`src/rtl/gray_ptr_sync_decoder.sv`:
```
// Read-domain receiver for a Gray-coded FIFO write pointer.
// The pointer goes through a plain flop synchronizer, then one registered
// decode stage turns it into binary and derives level, empty and
// almost_empty against the local read pointer. Two sticky monitors flag
// multi-bit Gray steps and impossible occupancy.
module gray_ptr_sync_decoder #(
    parameter int unsigned PTR_WIDTH   = 8,
    parameter int unsigned SYNC_STAGES = 2,
    parameter int unsigned AE_THRESH   = 4
) (
    input  logic                 clk,
    input  logic                 rst,
    input  logic [PTR_WIDTH-1:0] wptr_gray_async,
    input  logic [PTR_WIDTH-1:0] rptr_gray,
    input  logic                 err_clr,
    output logic [PTR_WIDTH-1:0] wptr_gray_sync,
    output logic [PTR_WIDTH-1:0] wptr_bin,
    output logic [PTR_WIDTH-1:0] level,
    output logic                 empty,
    output logic                 almost_empty,
    output logic                 gray_err,
    output logic                 ovf_err
);

    localparam int unsigned          DEPTH   = 1 << (PTR_WIDTH - 1);
    localparam logic [PTR_WIDTH-1:0] DEPTH_W = PTR_WIDTH'(DEPTH);
    localparam logic [PTR_WIDTH-1:0] AE_W    = PTR_WIDTH'(AE_THRESH);

    // Gray to binary: each binary bit is the XOR of all Gray bits above and at it.
    function automatic logic [PTR_WIDTH-1:0] gray2bin(input logic [PTR_WIDTH-1:0] g);
        logic [PTR_WIDTH-1:0] b;
        b = g;
        for (int i = int'(PTR_WIDTH) - 2; i >= 0; i--) begin
            b[i] = g[i] ^ b[i+1];
        end
        return b;
    endfunction

    logic [SYNC_STAGES-1:0][PTR_WIDTH-1:0] sync_q;
    logic [PTR_WIDTH-1:0]                  prev_sync_q;

    logic [PTR_WIDTH-1:0] wptr_bin_next;
    logic [PTR_WIDTH-1:0] rptr_bin;
    logic [PTR_WIDTH-1:0] level_next;
    logic [PTR_WIDTH-1:0] gray_diff;
    logic                 gray_jump;
    logic                 ovf_detect;

    // Synchronizer chain: straight flop-to-flop, nothing between stages.
    always_ff @(posedge clk or posedge rst) begin
        if (rst) begin
            sync_q <= '0;
        end else begin
            sync_q[0] <= wptr_gray_async;
            for (int i = 1; i < int'(SYNC_STAGES); i++) begin
                sync_q[i] <= sync_q[i-1];
            end
        end
    end

    assign wptr_gray_sync = sync_q[SYNC_STAGES-1];

    // Decode both pointers; modulo subtraction with the wrap bit gives occupancy.
    always_comb begin
        wptr_bin_next = gray2bin(wptr_gray_sync);
        rptr_bin      = gray2bin(rptr_gray);
        level_next    = wptr_bin_next - rptr_bin;
        gray_diff     = wptr_gray_sync ^ prev_sync_q;
        gray_jump     = (gray_diff & (gray_diff - PTR_WIDTH'(1))) != '0;
        ovf_detect    = level_next > DEPTH_W;
    end

    // Decode outputs all update on the same edge; reset reads as empty.
    always_ff @(posedge clk or posedge rst) begin
        if (rst) begin
            wptr_bin     <= '0;
            level        <= '0;
            empty        <= 1'b1;
            almost_empty <= 1'b1;
        end else begin
            wptr_bin     <= wptr_bin_next;
            level        <= level_next;
            empty        <= level_next == '0;
            almost_empty <= level_next <= AE_W;
        end
    end

    // Sticky error monitors; a fresh detection outranks a same-cycle clear.
    always_ff @(posedge clk or posedge rst) begin
        if (rst) begin
            prev_sync_q <= '0;
            gray_err    <= 1'b0;
            ovf_err     <= 1'b0;
        end else begin
            prev_sync_q <= wptr_gray_sync;
            if (err_clr) begin
                gray_err <= gray_jump;
                ovf_err  <= ovf_detect;
            end else begin
                gray_err <= gray_err | gray_jump;
                ovf_err  <= ovf_err | ovf_detect;
            end
        end
    end

endmodule
```
`config.mk`:
```
export PLATFORM = sky130hd
export DESIGN_NAME = gray_ptr_sync_decoder
export DESIGN_NICKNAME = d
export VERILOG_FILES = /design/src/rtl/gray_ptr_sync_decoder.sv
export SDC_FILE = /design/constraint.sdc
export NUM_CORES = 1
export LEC_CHECK = 0
export BUFFER_PORTS_ARGS = -buffer_cell sky130_fd_sc_hd__buf_2
export CAP_MARGIN = 20
export CORE_ASPECT_RATIO = 1.5
export CORE_MARGIN = 5
export CORE_UTILIZATION = 50
export CTS_BUF_LIST = sky130_fd_sc_hd__clkbuf_4
export CTS_CLUSTER_SIZE = 14
export DETAILED_ROUTE_END_ITERATION = 12
export PLACE_DENSITY_LB_ADDON = 0.12
export SYNTH_ARGS = -nofsm -noshare
export SYNTH_HDL_FRONTEND = slang
export SYNTH_SLANG_ARGS = --single-unit
```
`constraint.sdc`:
```
create_clock -name clk -period 5.52 [get_ports clk]
set_clock_uncertainty 0.2 [all_clocks]
set_input_delay 0.276 -clock clk [delete_from_list [all_inputs] [get_ports clk]]
set_output_delay 0.276 -clock clk [all_outputs]
set_load 0.02 [all_outputs]
```
### Word-level counts from Yosys, hierarchy flattened

Cells that the tools add are included.

| word-level totals | value |
|---|---|
| word-level logic and storage cells | 35 |
| register bits | 44 |
| output and inout bits | 28 |

| operators by class | value |
|---|---|
| mux-type cells | 2 |
| add/subtract/negate cells | 2 |
| magnitude comparators | 2 |
| reductions and logical operators | 2 |
| bitwise gates (word level) | 18 |

Operators by type and width:

| operator | number |
|---|---|
| $xor 1x1->1 | 14 |
| $and 8x8->8 | 1 |
| $gt 8x8->1 const B | 1 |
| $le 8x3->1 const B | 1 |
| $logic_not 8->1 | 1 |
| $reduce_bool 8->1 | 1 |
| $sub 8x1->8 const B | 1 |
| $sub 8x8->8 | 1 |
| $xor 8x8->8 | 1 |
| $mux 1 | 2 |
| $or 1x1->1 | 2 |

### Logic depth before layout (Yosys ltp)

Gate-level depths: netlist (run 1).

| logic depth | value |
|---|---|
| word-level depth | 11 |
| gate-level depth with buffers | 14 |

### Worst setup path after synthesis (run 1)

No wires, ideal clock.

| path | value |
|---|---|
| kind | register -> register |
| start | reg sync_q (netlist bit wptr_gray_sync[5]) |
| end | reg ovf_err |
| cell stages (with the launch flop) | 13 |
| period minus slack after synthesis | 3.857 ns |
| path slack | 1.663 ns |
| arrival | 3.531 ns |
| setup time | 0.126 ns |
| cell sequence | dfrtp_1 > xor2_4 > xnor3_1 > xnor2_1 > inv_1 > ha_1 > nor2b_1 > o31ai_1 > a22oi_1 > o22ai_1 > o41a_1 > and2_1 > a221o_1 |

| between the ends | value |
|---|---|
| longest elaborated chain between the ends | 10 |

RTL lines:

| element | RTL line | text |
|---|---|---|
| start, declared | 39 | `logic [SYNC_STAGES-1:0][PTR_WIDTH-1:0] sync_q;` |
| start signal, assigned by index | 56 | `sync_q[i] <= sync_q[i-1];` |
| $xor 1x1->1 (*) (4 in a row) | 34 | `b[i] = g[i] ^ b[i+1];` |
| named net wptr_bin_next[2] | 42 | `logic [PTR_WIDTH-1:0] wptr_bin_next;` |
| $xor 1x1->1 (*) | 34 |  |
| named net wptr_bin_next[1] | 42 |  |
| $xor 1x1->1 | 34 |  |
| $sub 8x8->8 (*) | 67 | `level_next = wptr_bin_next - rptr_bin;` |
| named net level_next[7] | 44 | `logic [PTR_WIDTH-1:0] level_next;` |
| $gt 8x8->1 (*) | 70 | `ovf_detect = level_next > DEPTH_W;` |
| $or 1x1->1 | 101 | `ovf_err <= ovf_err \| ovf_detect;` |
| $mux 1 (*) | 96 | `if (err_clr) begin` |
| end signal, assigned | 98 | `ovf_err <= ovf_detect;` |
| end signal, assigned | 101 |  |
| end, declared | 22 | `output logic ovf_err` |

Mark *: on every way through the listed nets, which the timed path passes. The rest lies on a longest branch.

### Final worst setup path (run 1)

| path | value |
|---|---|
| start | reg sync_q (netlist bit wptr_gray_sync[3]) |
| end | reg almost_empty |

| between the ends | value |
|---|---|
| longest elaborated chain between the ends | 6 |

RTL lines:

| element | RTL line | text |
|---|---|---|
| $xor 1x1->1 (*) (2 in a row) | 34 |  |
| named net wptr_bin_next[2] | 42 |  |
| $xor 1x1->1 (*) | 34 |  |
| named net wptr_bin_next[1] | 42 |  |
| $xor 1x1->1 | 34 |  |
| $sub 8x8->8 (*) | 67 |  |
| named net level_next[7] | 44 |  |
| $le 8x3->1 (*) | 84 | `almost_empty <= level_next <= AE_W;` |
| end signal, assigned | 79 | `almost_empty <= 1'b1;` |
| end signal, assigned | 84 |  |
| end, declared | 20 | `output logic almost_empty,` |

Marks and branches as above.

==> results.yml, run 1 <==
critical_path:
  path_common_cell: "xnor3_1"
  slowest_stage: "dfrtp_1"
  crit_chain: "xnor3_1, xnor3_1, xnor2_1, inv_1, ha_1, nor2b_1, o31ai_1, a22oi_1, o22ai_1, o41a_1, and2_1, nor4_1"
  end_kind: "flip-flop"
  setup.worst_path.class: "reg -> reg"
  worstPathMaxFanout: 17
  slowest_delay_ns: 0.69
  cp.arrival_ns: 4.49
  start_kind: "flip-flop"
  r2r_cells: 12
  required_ns: 5.57
sta:
  timing.final.crit_period_ns: 4.44
  tightest_slew_ns: 0.575
  final-setup-viol-count: 0
  clock.fmax_mhz: 225
  final-hold-violation-count: 0
  rsz0062_at_grt: "no"
  final_max_slew_viol_count: 0
  max_slew_margin: 0.614
  setup_tns_ns: 0
  period_share: 0.804
  setup_ws_ns: 1.08
cts:
  cts_buffer_depth: 2
  htreeDepth: 2
  cts-resized-gates: 0
  clk_latency_ns: 0.35
  cts_tree: "done"
  numCtsBuffers: 5
  cts_root_buf: "clkbuf_4"
  post-cts-setup-buffer-count: 0
  clock-sinks: 43
  cts_hold_buf: 9
  clk_pin_slew_worst_paths_ns: 0.12
grt:
  gr-total-overflow: 0
  grt_pass1_wl_mm: 7.78
  grt_max_degree: 44
  grt_pass1_vias: 1711
  antenna_found_initial: 0
  track_usage: 0.169
yosys:
  async_flop_share: 1.00
  synth-edff-count: 0
  synth_top_area_share: 0.453
  synth_cells: 191
  synth_seq_cells: 43
  yosysMostFrequentCell: "dfrtp_1"
  ys_types: 50
  yosys.area.top_type: "dfrtp_1"
  avgSynthCellArea_um2: 11.9
  synthFlopType: "dfrtp_1"
  syn-num-nets: 215
  synth_area_um2: 2270
  ys_seq_area_frac: 0.476
  ys_warn_count: 0
  synth_area_leaders: "dfrtp_1 45%, xnor2_1 7.0%, buf_4 3.3%"
  synth_top_cells_by_count: "41 x dfrtp_1, 18 x xnor2_1, 12 x a21oi_1, 12 x inv_1, 10 x buf_4"
drt:
  num_vias: 1583
  drc_errors: 0
  viasPerCell: 5.48
  wl_per_cell_um: 15.3
  ant_nets: 0
  drt-initial-drc-count: 37
  drt-total-wl_mm: 4.43
  first_pass_iters: 4
die:
  num_rows: 30
  fp.dieW_um: 65.0
  die_height_um: 92.5
  core_region_area_um2: 4470
  die-area_um2: 6010
  io_pins: 47
  floorplan.initialDensity: 0.508
place:
  dp_hpwl_mm: 3.45
  place_ws_ns: 1.09
  io_buffers: 46
  gp_congestion: 0.789
final_layout:
  antenna_cells: 0
  fill_cells: 365
  area_delta_synth_final_pct: 15.1
  multiInputGateArea_um2: 1030
  regArea_um2: 1080
  nets: 264
  drive_gt1_frac: 0.295
hold_path:
  hold_depth: 3
  hp-class: "in -> reg"
pwr:
  p_leak_nw: 1.18
  p_per_area_nw_per_um2: 396
  vdd_ir_drop_max_v: 0.000171
flow_run:
  drv_cap: 0
outcome:
  run_status: "finished, final reports clean"
metal layers:
layer,share of wire,up-vias,global-route usage
met5,0,-,0
met4,0.048,0,0.0970
met3,0.040,16,0.0400
met2,0.56,47,0.305
met1,0.35,774,0.172
li1,-,746,-
worst max-delay path: cells and delay by family, from the launching register on:
family	cells	cell delay [ns]
xor gates and xnor gates	3	1.17
AOI/OAI and AO/OA	4	1.05
and+or+nand+nor	3	0.81
DFF	1	0.69
adders and majority gates	1	0.29
buffers and inverters	1	0.12
cells by family (layout without fill, tap and decap cells):
logic type / Yosys count / after routing / synth area share
AOI/OAI and AO/OA: 43 / 43 / 0.137
xor gates and xnor gates: 35 / 35 / 0.188
adders and majority gates: 8 / 8 / 0.0442
buffers and inverters: 28 / 78 / 0.0701
DFF: 43 / 43 / 0.476
and+or+nand+nor: 34 / 34 / 0.0844
path summary, 6_finish.rpt:
kind / end / slack (ns) / startpoint
min: ovf_err / 0.08 / err_clr
min reg2reg: wptr_gray_sync[0] / 0.16 / sync_q[0]
max in group asynchronous: almost_empty / 4.37 / rst
max reg2reg: almost_empty / 1.08 / wptr_gray_sync[3]
max: almost_empty / 1.08 / wptr_gray_sync[3]
min in group asynchronous: wptr_gray_sync[5] / 0.39 / rst
power breakdown:
part / switching [mW] / leakage, nW / internal, mW / total [mW]
Clock: 0.0994 / 0.0317 / 0.0541 / 0.154
Sequential: 0.0200 / 0.493 / 0.370 / 0.390
Combinational: 0.297 / 0.655 / 0.193 / 0.490
flip-flops by register name, summed over array words and instances, names as in the netlist, 7 cells and up:
name            cells
wptr_bin            7
sync_q              8
prev_sync_q         8
level               8
wptr_gray_sync      8
metrics by stage:
stage                     power [mW]  cells  utilization  instance area, um^2  hold WS, ns
after floorplan                0.766    191            -                 2270        0.107
after global placement         0.874    272        0.551                 2460        0.132
after CTS                       1.05    289        0.584                 2610       0.0707
after global routing            1.11    289        0.584                 2610       0.0861
final                           1.03    289        0.584                 2610       0.0806
after detailed placement       0.887    272        0.551                 2460        0.136
layout make-up:
class	count	share of cell area
Sequential cell	43	0.413
Multi-Input combinational cell	120	0.395
Timing Repair Buffer	56	0.126
Tap cell	48	0.0230
Inverter	14	0.0211
Clock buffer	6	0.0173
Clock inverter	2	0.00480
layout by cell type, fill, tap and decap left out, drive strengths merged, types with 3 or more instances in the layout:
| cell | count |
|---|---|
| xnor2 | 21 |
| buf | 47 |
| ha | 4 |
| clkbuf | 6 |
| dfrtp | 41 |
| xor2 | 11 |
| dlygate4sd3 | 9 |
| xnor3 | 3 |
| maj3 | 3 |
| nand2 | 11 |
| o21ai | 9 |
| a21oi | 12 |
| inv | 13 |
| nand3 | 8 |
No activity file was read; power rests on OpenSTA's default activity.
==> run 2, diff against run 1 <==
ABC_AREA = 1   (was default)
clock period = 4.4 ns   (was 5.52 ns; I/O delays follow)
==> results.yml, run 2 <==
final_layout:
  fill_cells: 380
  final_common_cell: "buf_2"
  area_delta_synth_final_pct: 20.3
  antenna_cells: 0
  regArea_um2: 1080
  mostFrequentLayoutCells: "46 x buf_2, 41 x dfrtp_1, 39 x nand2_1, 25 x inv_1, 22 x nand2_2"
  nets: 295
  multiInputGateArea_um2: 881
  final_util: 0.615
  drive_gt1_frac: 0.357
die:
  io_pins: 47
  fp.dieW_um: 63.3
  floorplan.initialDensity: 0.511
  die-area_um2: 5700
  die_height_um: 90.0
  num_rows: 29
  core_region_area_um2: 4170
drt:
  num_vias: 1501
  drt-initial-drc-count: 35
  drc_errors: 0
  drt-total-wl_mm: 3.74
  ant_nets: 0
  first_pass_iters: 4
  wl_per_cell_um: 11.8
  viasPerCell: 4.72
yosys:
  synth_cells: 216
  synth_area_um2: 2130
  synth_top_cells_by_count: "41 x dfrtp_1, 39 x nand2_1, 26 x inv_1"
  synth_seq_cells: 43
  ys_warn_count: 0
  ys_types: 27
  synth_area_leaders: "dfrtp_1 48%, nand2_1 6.9%, nand2_2 6.5%"
  async_flop_share: 1.00
  syn-num-nets: 240
  yosysMostFrequentCell: "dfrtp_1"
  avgSynthCellArea_um2: 9.87
  synth_top_area_share: 0.481
  synth-edff-count: 0
  yosys.area.top_type: "dfrtp_1"
  synthFlopType: "dfrtp_1"
  ys_seq_area_frac: 0.506
grt:
  gr-total-overflow: 0
  antenna_found_initial: 0
  grt_pass1_wl_mm: 6.64
  grt_max_degree: 44
  grt_pass1_vias: 1446
  track_usage: 0.147
cts:
  clk_latency_ns: 0.34
  cts_hold_buf: 10
  post-cts-setup-buffer-count: 0
  clk_pin_slew_worst_paths_ns: 0.12
  cts_buffer_depth: 2
  cts_tree: "done"
  cts-resized-gates: 0
  numCtsBuffers: 5
  clock-sinks: 43
  cts_root_buf: "clkbuf_4"
  htreeDepth: 2
sta:
  final_max_slew_viol_count: 0
  period_share: 0.765
  setup_tns_ns: 0
  max_slew_margin: 0.661
  tightest_slew_ns: 0.508
  timing.final.crit_period_ns: 3.37
  clock.fmax_mhz: 297
  final-setup-viol-count: 0
  rsz0062_at_grt: "no"
  final-hold-violation-count: 0
critical_path:
  start_kind: "flip-flop"
  setup.worst_path.class: "reg -> reg"
  end_kind: "flip-flop"
  worstPathMaxFanout: 7
  slowest_stage: "dfrtp_1"
  path_common_cell: "nand2_2"
  crit_chain: "inv_2, nand2_2, nand3_2, nand2_2, nand2_2, nand2_2, nand2_2, nand3_1, nand2_2, xor2_1, xor2_1, ha_1, fa_1, nor2_1, nand3_1, nand3b_1, nand2_2, nor2_4, nand3_2, nand2_1, nand2_1"
  required_ns: 4.44
  cp.arrival_ns: 3.41
  slowest_delay_ns: 0.52
pwr:
  vdd_ir_drop_max_v: 0.000316
  p_total_mw: 1.13
  p_per_area_nw_per_um2: 441
  p_leak_nw: 1.36
outcome:
  run_status: "finished, final reports clean"
place:
  gp_congestion: 0.787
  dp_hpwl_mm: 3.02
  io_buffers: 46
flow_run:
  drv_cap: 0
hold_path:
  hp-class: "in -> reg"
## run 2: path summary, 6_finish.rpt
path | start | endpoint | slack [ns] | cells after the start
setup / recovery | wptr_gray_sync[7] | ovf_err | 1.03 | 21
hold / removal | rptr_gray[0] | level[0] | 0.1 | 4
setup reg to reg | wptr_gray_sync[7] | ovf_err | 1.03 | 21
hold reg to reg | sync_q[0] | wptr_gray_sync[0] | 0.16 | 0
max in group asynchronous | rst | empty | 3.31 | 4
min in group asynchronous | rst | wptr_gray_sync[0] | 0.32 | 4
## run 2: through the flow
step,instance area (um^2),hold WS (ns),instances,setup WS (ns)
4_1_cts,2560,0.0869,318,0.998
2_1_floorplan,2130,0.0514,216,1.31
3_5_place_dp,2360,0.130,300,1.01
5_1_grt,2560,0.0939,318,0.704
3_3_place_gp,2360,0.127,300,1.13
6_report,2560,0.0976,318,1.03
## run 2: final cells by class
class | count | area share
sequential | 43 | 0.420
multi-input combinational | 136 | 0.343
timing repair buffer | 57 | 0.132
inverter | 28 | 0.0410
clock inverter | 2 | 0.0234
tap | 46 | 0.0224
clock buffer | 6 | 0.0176
## run 2: routing by layer
layer	track usage	routed length, um	vias to the layer above
met1	0.164	1330	683
met3	0.0424	201	6
li1	-	-	778
met2	0.263	2140	34
met4	0.0468	63	0
met5	0	0	-
## run 2: critical path: cells and delay by family, from the launching register on
family,cells,cell delay (ns)
buffers and inverters,1,0.07
flip-flops,1,0.52
XOR/XNOR,2,0.46
AND/OR/NAND/NOR,16,1.35
adder cells (fa/ha/maj),2,0.67
## run 2: logic make-up after synthesis
| logic type | share of synthesized area |
|---|---|
| adder cells (fa/ha/maj) | 0.0329 |
| AND/OR/NAND/NOR | 0.286 |
| XOR/XNOR | 0.0704 |
| flip-flops | 0.506 |
| AO/OA/AOI/OAI | 0.0241 |
| buffers and inverters | 0.0810 |
## run 2: power by group
group	total (mW)	switching, mW	internal [mW]
clock network	0.303	0.120	0.184
registers	0.469	0.0202	0.449
logic	0.360	0.230	0.130
total	1.13	0.369	0.763
==> run 3, diff against run 2 <==
clock period = 3.3 ns   (was 4.4 ns; I/O delays follow)
==> results.yml, run 3 (synthesis gave the netlist of run 2 again) <==
sta:
  final-setup-viol-count: 0
  final_max_slew_viol_count: 0
  tightest_slew_ns: 0.518
  timing.final.crit_period_ns: 3.07
  period_share: 0.931
  max_slew_margin: 0.655
  rsz0062_at_grt: "yes"
  setup_ws_ns: 0.229
  clock.fmax_mhz: 326
  final-hold-violation-count: 0
final_layout:
  nets: 301
  fill_cells: 362
  final_common_cell: "buf_2"
  antenna_cells: 0
  mostFrequentLayoutCells: "46 x buf_2, 39 x nand2_1, 38 x dfrtp_1, 25 x inv_1, 22 x nand2_2"
  area_delta_synth_final_pct: 23.5
  drive_gt1_frac: 0.399
  final_util: 0.631
  stdcell_count: 324
outcome:
  run_status: "finished, final reports clean"
cts:
  cts_tree: "done"
  cts_root_buf: "clkbuf_4"
  cts_buffer_depth: 2
  clock-sinks: 43
  htreeDepth: 2
  clk_pin_slew_worst_paths_ns: 0.12
  clk_latency_ns: 0.34
  numCtsBuffers: 5
grt:
  grt_pass1_wl_mm: 6.69
  gr-total-overflow: 0
  antenna_found_initial: 0
  track_usage: 0.148
  grt_pass1_vias: 1496
  grt_max_degree: 44
place:
  place_ws_ns: 0.0992
  dp_hpwl_mm: 3.08
  dp_cells: 301
  io_buffers: 46
  gp_congestion: 0.805
drt:
  drt-total-wl_mm: 3.93
  drt-initial-drc-count: 33
  drc_errors: 0
  num_vias: 1558
  viasPerCell: 4.81
  first_pass_iters: 4
  ant_nets: 0
  wl_per_cell_um: 12.1
pwr:
  p_total_mw: 1.54
  p_per_area_nw_per_um2: 584
  vdd_ir_drop_max_v: 0.000471
  p_leak_nw: 1.39
critical_path:
  required_ns: 3.34
  setup.worst_path.class: "reg -> reg"
  cp.arrival_ns: 3.11
  start_kind: "flip-flop"
  end_kind: "flip-flop"
  worstPathMaxFanout: 5
die:
  floorplan.initialDensity: 0.511
  fp.dieW_um: 63.3
  io_pins: 47
  die-area_um2: 5700
  core_region_area_um2: 4170
  die_height_um: 90.0
  num_rows: 29
hold_path:
  hp-class: "in -> reg"
flow_run:
  drv_cap: 0
-- run 3: cell types whose count changed in the layout (fill, tap and decap cells not counted), sizes merged --
| cell | before | now |
|---|---|---|
| buf | 47 | 53 |
-- run 3: cell type report --
| type | instances | area (um^2) | area share |
|---|---|---|---|
| Clock buffer | 6 | 45.0 | 0.0171 |
| Clock inverter | 2 | 60.1 | 0.0228 |
| Inverter | 28 | 105 | 0.0399 |
| Multi-Input combinational cell | 136 | 901 | 0.342 |
| Sequential cell | 43 | 1080 | 0.411 |
| Tap cell | 46 | 57.6 | 0.0219 |
| Timing Repair Buffer | 63 | 383 | 0.145 |
-- run 3: what timing repair did --
item / 4_1_cts / 5_1_grt
endpoints found under the setup margin: 0 / 3
resized for setup: 0 / 9
setup buffers: 0 / 5
hold buffers: 10 / 0
hold endpoints to repair: 50 / 0
-- run 3: final timing paths --
| path | startpoint | to | slack, ns | depth (start not counted) |
|---|---|---|---|---|
| worst max-delay path | wptr_gray_sync[6] | ovf_err | 0.23 | 19 |
| worst min-delay path | rptr_gray[0] | level[0] | 0.05 | 4 |
| worst max register to register | wptr_gray_sync[6] | ovf_err | 0.23 | 19 |
| worst min register to register | sync_q[3] | wptr_gray_sync[3] | 0.16 | 0 |
| max in group asynchronous | rst | wptr_gray_sync[7] | 2.25 | 4 |
| min in group asynchronous | rst | wptr_gray_sync[0] | 0.27 | 4 |
-- run 3: worst max-delay path, stage by stage (launching register included) --
cell,delay [ns]
dfrtp_2,0.43
inv_1,0.07
nand2_1,0.08
nand3_2,0.10
nand2_2,0.11
nand2_2,0.08
nand2_2,0.08
nand2_2,0.06
nand3_1,0.08
nand2_2,0.08
xor2_2,0.15
xor2_1,0.16
ha_2,0.21
fa_2,0.41
buf_4,0.15
xor2_1,0.17
nor2_1,0.15
nand3_2,0.09
nand2_1,0.06
nand2_1,0.05
-- run 3: power by group --
part / total (mW) / internal, mW / leakage (nW) / switching [mW]
clock: 0.406 / 0.245 / 0.0559 / 0.161
sequential: 0.626 / 0.599 / 0.493 / 0.0266
combinational: 0.507 / 0.190 / 0.837 / 0.317
-- run 3: routing by layer --
layer / share of wire / track usage / vias to the layer above
li1: - / - / 787
met1: 0.36 / 0.158 / 729
met2: 0.56 / 0.266 / 35
met3: 0.053 / 0.0424 / 7
met4: 0.023 / 0.0607 / 0
met5: 0 / 0 / -
-- run 3: through the flow --
step | hold slack [ns] | setup TNS, ns | area (um^2)
final | 0.0513 | 0 | 2630
after global routing | 0.0548 | -0.0219 | 2630
after CTS | 0.0372 | 0 | 2570
after detailed placement | 0.0744 | 0 | 2370
after global placement | 0.0726 | 0 | 2370
after floorplan | -0.00357 | 0 | 2130
